<file path="config.mk">
export PLATFORM = sky130hd
export DESIGN_NAME = mips_pipe_chain_flat
export DESIGN_NICKNAME = d
export VERILOG_FILES = /design/src/rtl/mips_pipe_pkg.sv /design/src/rtl/mips_pipe_chain_if.sv /design/src/rtl/mips_pipe_stage.sv /design/src/rtl/mips_pipe_chain.sv /design/src/flat_wrapper.sv
export SDC_FILE = /design/constraint.sdc
export NUM_CORES = 1
export LEC_CHECK = 0
export ABC_CLOCK_PERIOD_IN_PS = 4180
export BUFFER_PORTS_ARGS = -buffer_cell sky130_fd_sc_hd__buf_2
export CORE_MARGIN = 2
export CORE_UTILIZATION = 50
export CTS_BUF_LIST = sky130_fd_sc_hd__clkbuf_4
export DETAILED_ROUTE_END_ITERATION = 8
export GPL_TIMING_DRIVEN = 1
export PLACE_DENSITY = 0.89
export SLEW_MARGIN = 20
export SYNTH_ARGS = -nofsm -noshare
export SYNTH_HDL_FRONTEND = slang
export SYNTH_SLANG_ARGS = --single-unit
</file>
<file path="constraint.sdc">
create_clock -name clk -period 4.18 [get_ports clk]
set_input_delay 0.418 -clock clk [delete_from_list [all_inputs] [get_ports clk]]
set_output_delay 0.418 -clock clk [all_outputs]
set_load 0.05 [all_outputs]
</file>
<file path="src/rtl/mips_pipe_pkg.sv">
// -----------------------------------------------------------------------------
// mips_pipe_pkg
// Shared constants for the MIPS elastic pipeline chain.
//   PIPE_DATA_WIDTH : default packet width carried between stages
//   PIPE_STAGES     : default chain depth (ID, EX, MEM, WB)
//   ST_*            : stage indices used by hazard and flush logic
//   occ_width()     : width of an occupancy counter for a given depth
// -----------------------------------------------------------------------------
package mips_pipe_pkg;

   localparam int PIPE_DATA_WIDTH = 32;
   localparam int PIPE_STAGES     = 4;

   localparam int ST_ID  = 0;
   localparam int ST_EX  = 1;
   localparam int ST_MEM = 2;
   localparam int ST_WB  = 3;

   function automatic int occ_width(input int stages);
      return $clog2(stages + 1);
   endfunction

endpackage

</file>
<file path="src/rtl/mips_pipe_chain_if.sv">
// -----------------------------------------------------------------------------
// mips_pipe_chain_if
// Bundles the upstream/downstream handshake, per-stage stall/flush controls
// and the stage taps of the pipeline chain.
//   master : the processor side (drives in_*, stall, flush, out_ready)
//   slave  : the chain itself (drives in_ready, out_*, stage taps, occupancy)
// -----------------------------------------------------------------------------
interface mips_pipe_chain_if
   import mips_pipe_pkg::*;
#(
   parameter int DATA_WIDTH = PIPE_DATA_WIDTH,
   parameter int STAGES     = PIPE_STAGES
);

   localparam int OCC_W = occ_width(STAGES);

   logic                         in_valid;
   logic                         in_ready;
   logic [DATA_WIDTH-1:0]        in_data;
   logic [STAGES-1:0]            stall;
   logic [STAGES-1:0]            flush;
   logic                         out_valid;
   logic                         out_ready;
   logic [DATA_WIDTH-1:0]        out_data;
   logic [STAGES-1:0]            stage_valid;
   logic [STAGES*DATA_WIDTH-1:0] stage_data;
   logic [OCC_W-1:0]             occupancy;

   modport master (
      output in_valid, in_data, stall, flush, out_ready,
      input  in_ready, out_valid, out_data, stage_valid, stage_data, occupancy
   );

   modport slave (
      input  in_valid, in_data, stall, flush, out_ready,
      output in_ready, out_valid, out_data, stage_valid, stage_data, occupancy
   );

endinterface

</file>
<file path="src/rtl/mips_pipe_stage.sv">
// -----------------------------------------------------------------------------
// mips_pipe_stage
// One valid+data register of the elastic chain.
//   clk, reset    : clock, asynchronous active-low reset
//   load_i        : stage takes new content this edge
//   bubble_i      : when loading, take an empty slot instead of the source
//   flush_i       : kill whatever the stage holds after this edge
//   src_valid_i   : valid bit of the source (input or previous stage)
//   src_data_i    : payload of the source
//   valid_o/data_o: registered stage contents
// -----------------------------------------------------------------------------
module mips_pipe_stage
   import mips_pipe_pkg::*;
#(
   parameter int DATA_WIDTH = PIPE_DATA_WIDTH
)
(
   input  logic                  clk,
   input  logic                  reset,
   input  logic                  load_i,
   input  logic                  bubble_i,
   input  logic                  flush_i,
   input  logic                  src_valid_i,
   input  logic [DATA_WIDTH-1:0] src_data_i,
   output logic                  valid_o,
   output logic [DATA_WIDTH-1:0] data_o
);

   logic                  valid_q, valid_d;
   logic [DATA_WIDTH-1:0] data_q,  data_d;

   always_comb begin
      valid_d = valid_q;
      data_d  = data_q;
      if (load_i) begin
         valid_d = bubble_i ? 1'b0 : src_valid_i;
         // A bubble leaves the old payload in place; it is don't-care anyway.
         if (!bubble_i) data_d = src_data_i;
      end
      // Flush wins over hold and over an entry arriving on the same edge.
      if (flush_i) valid_d = 1'b0;
   end

   always_ff @(posedge clk or negedge reset) begin
      if (!reset) begin
         valid_q <= 1'b0;
         data_q  <= '0;
      end else begin
         valid_q <= valid_d;
         data_q  <= data_d;
      end
   end

   assign valid_o = valid_q;
   assign data_o  = data_q;

endmodule

</file>
<file path="src/rtl/mips_pipe_chain.sv">
// -----------------------------------------------------------------------------
// mips_pipe_chain
// Elastic chain of STAGES pipeline registers with per-stage stall (hold plus
// bubble into the next stage) and flush (kill), valid/ready at both ends.
//   clk, reset : clock, asynchronous active-low reset
//   pipe       : slave side of mips_pipe_chain_if
//                in_valid/in_ready/in_data    upstream handshake into stage 0
//                out_valid/out_ready/out_data last stage handshake
//                stall/flush                  per-stage controls
//                stage_valid/stage_data       taps for hazard/forwarding logic
//                occupancy                    number of valid stages
// -----------------------------------------------------------------------------
module mips_pipe_chain
   import mips_pipe_pkg::*;
#(
   parameter int DATA_WIDTH = PIPE_DATA_WIDTH,
   parameter int STAGES     = PIPE_STAGES
)
(
   input  logic             clk,
   input  logic             reset,
   mips_pipe_chain_if.slave pipe
);

   localparam int OCC_W = occ_width(STAGES);

   logic [STAGES-1:0]     valid;
   logic [STAGES-1:0]     move;
   logic [STAGES-1:0]     xfer;
   logic [STAGES-1:0]     src_valid;
   logic [DATA_WIDTH-1:0] data     [STAGES];
   logic [DATA_WIDTH-1:0] src_data [STAGES];
   logic [OCC_W-1:0]      occ;

   // Ready ripple from the output back to stage 0: a stage moves when it is
   // not stalled and is either empty (bubble squeeze) or being drained.
   // This path is purely combinational and STAGES deep by design.
   always_comb begin : ripple
      logic acc_nxt;
      move    = '0;
      acc_nxt = pipe.out_ready;
      for (int i = STAGES - 1; i >= 0; i--) begin
         move[i] = !pipe.stall[i] && (!valid[i] || acc_nxt);
         acc_nxt = move[i];
      end
   end

   // Source selection. A stalled predecessor does not transfer, so the
   // loading stage receives a bubble rather than a duplicate.
   always_comb begin
      xfer        = '0;
      src_valid   = '0;
      src_data    = '{default: '0};
      xfer[0]     = pipe.in_valid;
      src_valid[0] = pipe.in_valid;
      src_data[0] = pipe.in_data;
      for (int i = 1; i < STAGES; i++) begin
         xfer[i]      = !pipe.stall[i-1];
         src_valid[i] = valid[i-1];
         src_data[i]  = data[i-1];
      end
   end

   for (genvar g = 0; g < STAGES; g++) begin : g_stage
      mips_pipe_stage #(.DATA_WIDTH(DATA_WIDTH)) u_stage (
         .clk         (clk),
         .reset       (reset),
         .load_i      (move[g]),
         .bubble_i    (!xfer[g]),
         .flush_i     (pipe.flush[g]),
         .src_valid_i (src_valid[g]),
         .src_data_i  (src_data[g]),
         .valid_o     (valid[g]),
         .data_o      (data[g])
      );
      assign pipe.stage_data[g*DATA_WIDTH +: DATA_WIDTH] = data[g];
   end

   always_comb begin
      occ = '0;
      for (int i = 0; i < STAGES; i++) begin
         occ = occ + OCC_W'(valid[i]);
      end
   end

   assign pipe.in_ready    = move[0];
   assign pipe.out_valid   = valid[STAGES-1];
   assign pipe.out_data    = data[STAGES-1];
   assign pipe.stage_valid = valid;
   assign pipe.occupancy   = occ;

endmodule

</file>
<file path="src/flat_wrapper.sv">
// flat-port wrapper written by rule: the top's interface ports become plain ports
module mips_pipe_chain_flat import mips_pipe_pkg::*;
#(
   parameter int DATA_WIDTH = PIPE_DATA_WIDTH,
   parameter int STAGES     = PIPE_STAGES
)
  (clk, reset, pipe_in_valid, pipe_in_data, pipe_stall, pipe_flush, pipe_out_ready, pipe_in_ready, pipe_out_valid, pipe_out_data, pipe_stage_valid, pipe_stage_data, pipe_occupancy);
  mips_pipe_chain_if #(.DATA_WIDTH(DATA_WIDTH), .STAGES(STAGES)) pipe_i ();
  input  logic clk;
  input  logic reset;
  input wire logic [$bits(pipe_i.in_valid)-1:0] pipe_in_valid;
  input wire logic [$bits(pipe_i.in_data)-1:0] pipe_in_data;
  input wire logic [$bits(pipe_i.stall)-1:0] pipe_stall;
  input wire logic [$bits(pipe_i.flush)-1:0] pipe_flush;
  input wire logic [$bits(pipe_i.out_ready)-1:0] pipe_out_ready;
  output wire logic [$bits(pipe_i.in_ready)-1:0] pipe_in_ready;
  output wire logic [$bits(pipe_i.out_valid)-1:0] pipe_out_valid;
  output wire logic [$bits(pipe_i.out_data)-1:0] pipe_out_data;
  output wire logic [$bits(pipe_i.stage_valid)-1:0] pipe_stage_valid;
  output wire logic [$bits(pipe_i.stage_data)-1:0] pipe_stage_data;
  output wire logic [$bits(pipe_i.occupancy)-1:0] pipe_occupancy;
  assign pipe_i.in_valid = pipe_in_valid;
  assign pipe_i.in_data = pipe_in_data;
  assign pipe_i.stall = pipe_stall;
  assign pipe_i.flush = pipe_flush;
  assign pipe_i.out_ready = pipe_out_ready;
  assign pipe_in_ready = pipe_i.in_ready;
  assign pipe_out_valid = pipe_i.out_valid;
  assign pipe_out_data = pipe_i.out_data;
  assign pipe_stage_valid = pipe_i.stage_valid;
  assign pipe_stage_data = pipe_i.stage_data;
  assign pipe_occupancy = pipe_i.occupancy;
  mips_pipe_chain #(.DATA_WIDTH(DATA_WIDTH), .STAGES(STAGES)) u_core (.clk(clk), .reset(reset), .pipe(pipe_i));
endmodule
</file>
==> run summary <==
power per cell area -> 816 nW/um^2
DRC errors left -> 0
WP data required -> 3.76 ns
fin crit share -> 0.695
Die Span X -> 116 microns
Pint -> 2.71 mW
sw frac -> 0.551
Total GRT Usage -> 0.249
cell with the most instances after synthesis -> dfrtp_1
status -> completed
initial antenna violation count -> 0
pin count of the biggest net entering global routing -> 66
worst slew margin relative to its limit -> 0.259
top_reg_cell synth -> dfrtp_1
Synth Register Bits -> 132
Final GP Congestion -> 0.855
Tmin final -> 2.90 ns
clock root cell -> clkbuf_4
TritonCTS clock tree -> yes
DRT iter0 DRCs -> 462
Psw -> 3.33 mW
DIE HEIGHT -> 116 microns
Worst EP arrival -> 2.49 ns
first-pass GRT wire length -> 25700 microns
Comb pwr share -> 0.542
Worst-Skew Late Latency -> 0.54 ns
post-synthesis cell count -> 531
antenna-violating nets left -> 0
# IOs -> 213
Fin Setup TNS -> 0 ns
die area -> 13400 sq um
post-synth top area share -> 0.530
Wirelength per Cell -> 19.1 microns
antenna fix cells -> 0
max-cap violation count -> 0
area grow syn2layout -> 18.9%
IO Port Bufs -> 212
final hold vios -> 0
Core ar. -> 12100 sq um
Reg clk slew, reported paths -> 0.10 ns
fraction of layout cells with a size suffix above 1 -> 0.487
final setup violating endpoints -> 0
initial core utilization -> 0.514
Overflow after GRT -> 0
syn nets -> 578
Via Count -> 5201
Post-synth EDFFs -> 0
Num CTS Buffers -> 17
Worst Hold Class -> input port to register
critical path launch point type -> register
Cell Area, Synth -> 6230 sq um
synthesized area per cell -> 11.7 sq um
Rows -> 40
worst vdd ir -> 0.000454 V
slowest CP cell -> o21ai_4
vias in the first global route -> 4992
RSZ-0062 raised after global routing -> no
Pleak -> 3.73 nW
Filler cells -> 1000
Worst Clk Skew -> 0.0104 ns
Synth top cells by count -> dfrtp_1 (132), mux2_2 (88), and3_1 (64), nand3_1 (64), buf_4 (36)
Yosys top cell by area -> dfrtp_1
nets@finish -> 742
via/cell ratio -> 5.94
Clock Power Share -> 0.120
Ys Warns -> 0
worst path cell trace -> nand2b_4, a21o_1, buf_4, o21ai_4, o21ai_0, buf_2
hold slack -> 0.131 ns
CP Max Fanout -> 34
final WL -> 16700 microns
Final Slew Violations -> 0
Synth cell types -> 30
part of the power in registers -> 0.338
hpwl dp -> 11000 microns
FMAX -> 0.344 GHz
delay of the slowest cell on the worst path -> 0.52 ns
Worst-Margin Slew -> 1.11 ns
DRT Pass-1 Iters -> 5
Num Clock Sinks -> 132
Resize count post-CTS -> 0
critical path type -> register to primary output
H-tree levels -> 4
critical path capture point type -> primary output
sequential-to-total area share from yosys stat -> 0.530
top area cells in the synthesized netlist -> dfrtp_1 (53%), mux2_2 (16%), and3_1 (6.4%), nand3_1 (5.1%), buf_4 (4.3%)
maximum buffer depth of the clock tree -> 2
async set or reset register ratio after synthesis -> 1.00
-- power by group through the flow --
stage | clock network [mW] | registers, mW | logic (mW)
6_report | 0.726 | 2.04 | 3.27
5_1_grt | 0.796 | 2.10 | 3.39
4_1_cts | 0.740 | 2.04 | 3.29
3_5_place_dp | 0 | 2.06 | 3.28
3_3_place_gp | 0 | 2.01 | 3.22
2_1_floorplan | 0 | 3.49 | 1.24
-- timing repair --
item / in CTS / in global routing
endpoints found under the hold margin: 56 / 2
hold buffers: 3 / 2
setup buffers: 0 / 0
-- registers in the layout, indices dropped and copies added, names as in the netlist --
signal,cells
u_core.g_stage.u_stage.data_o,128
u_core.g_stage.u_stage.valid_o,4
-- placed cells by master (no fill, tap or decap), types with 4 or more instances in the layout --
cell type and n:
mux2_1 8, clkbuf_4 17, and3_1 64, clkinv_2 5
dlygate4sd3_1 5, clkinv_1 5, buf_4 8, nor2_1 4
nand3_1 64, buf_2 211, a31oi_1 32, a22oi_1 32
mux2_2 88, dfrtp_1 132
-- kinds of logic (layout without fill, tap and decap cells) --
group	Yosys count	after routing	synth area share
and+or+nand+nor	141	141	0.127
DFF	132	132	0.530
muxes	96	96	0.173
buffers and inverters	83	259	0.0777
AOI/OAI and AO/OA	76	76	0.0847
adders and majority gates	3	3	0.00723
-- routing by layer --
metal	vias up	wire [microns]	global-route usage
met1	2614	6410	0.296
met3	40	1350	0.0748
met2	294	8540	0.427
met5	-	0	0
li1	2253	-	-
met4	0	405	0.0952
-- worst paths after layout --
check | cells past startpoint | startpoint | slack (ns) | to
worst max-delay path | 6 | u_core.g_stage[3].u_stage.valid_o | 1.28 | pipe_in_ready
worst min-delay path | 3 | pipe_in_data[7] | 0.13 | u_core.g_stage[0].u_stage.data_o[7]
worst max register to register | 5 | u_core.g_stage[2].u_stage.valid_o | 1.76 | u_core.g_stage[2].u_stage.data_o[13]
worst min register to register | 1 | u_core.g_stage[2].u_stage.data_o[0] | 0.53 | u_core.g_stage[2].u_stage.data_o[0]
max in group asynchronous | 3 | reset | 2.70 | u_core.g_stage[0].u_stage.data_o[18]
min in group asynchronous | 2 | reset | 0.48 | u_core.g_stage[3].u_stage.data_o[3]
-- critical path, delay by kind of cell (launching register included) --
| family | cells | cell delay (ns) |
|---|---|---|
| flops | 1 | 0.49 |
| buf+inv | 2 | 0.51 |
| compound gates | 3 | 0.85 |
| simple gates | 1 | 0.10 |
-- through the flow --
step | utilization | std cells | area (sq um) | power, mW | worst slack [ns]
6_report | 0.612 | 875 | 7410 | 6.04 | 1.28
5_1_grt | 0.612 | 875 | 7410 | 6.29 | 1.09
4_1_cts | 0.608 | 872 | 7370 | 6.06 | 1.25
3_5_place_dp | 0.587 | 838 | 7110 | 5.34 | 1.63
3_3_place_gp | 0.587 | 838 | 7110 | 5.24 | 1.72
2_1_floorplan | - | 531 | 6230 | 4.73 | 1.75
-- area by class of cell --
| type | instances | area (sq um) | area share |
|---|---|---|---|
| flip-flops and latches | 132 | 3300 | 0.446 |
| clock inverters | 14 | 96.3 | 0.0130 |
| well taps | 168 | 210 | 0.0284 |
| clock buffers | 17 | 128 | 0.0172 |
| inverters | 3 | 11.3 | 0.00152 |
| repair buffers | 225 | 1190 | 0.160 |
| multi-input cells | 316 | 2470 | 0.334 |
Power figures use the tool's default switching activity.
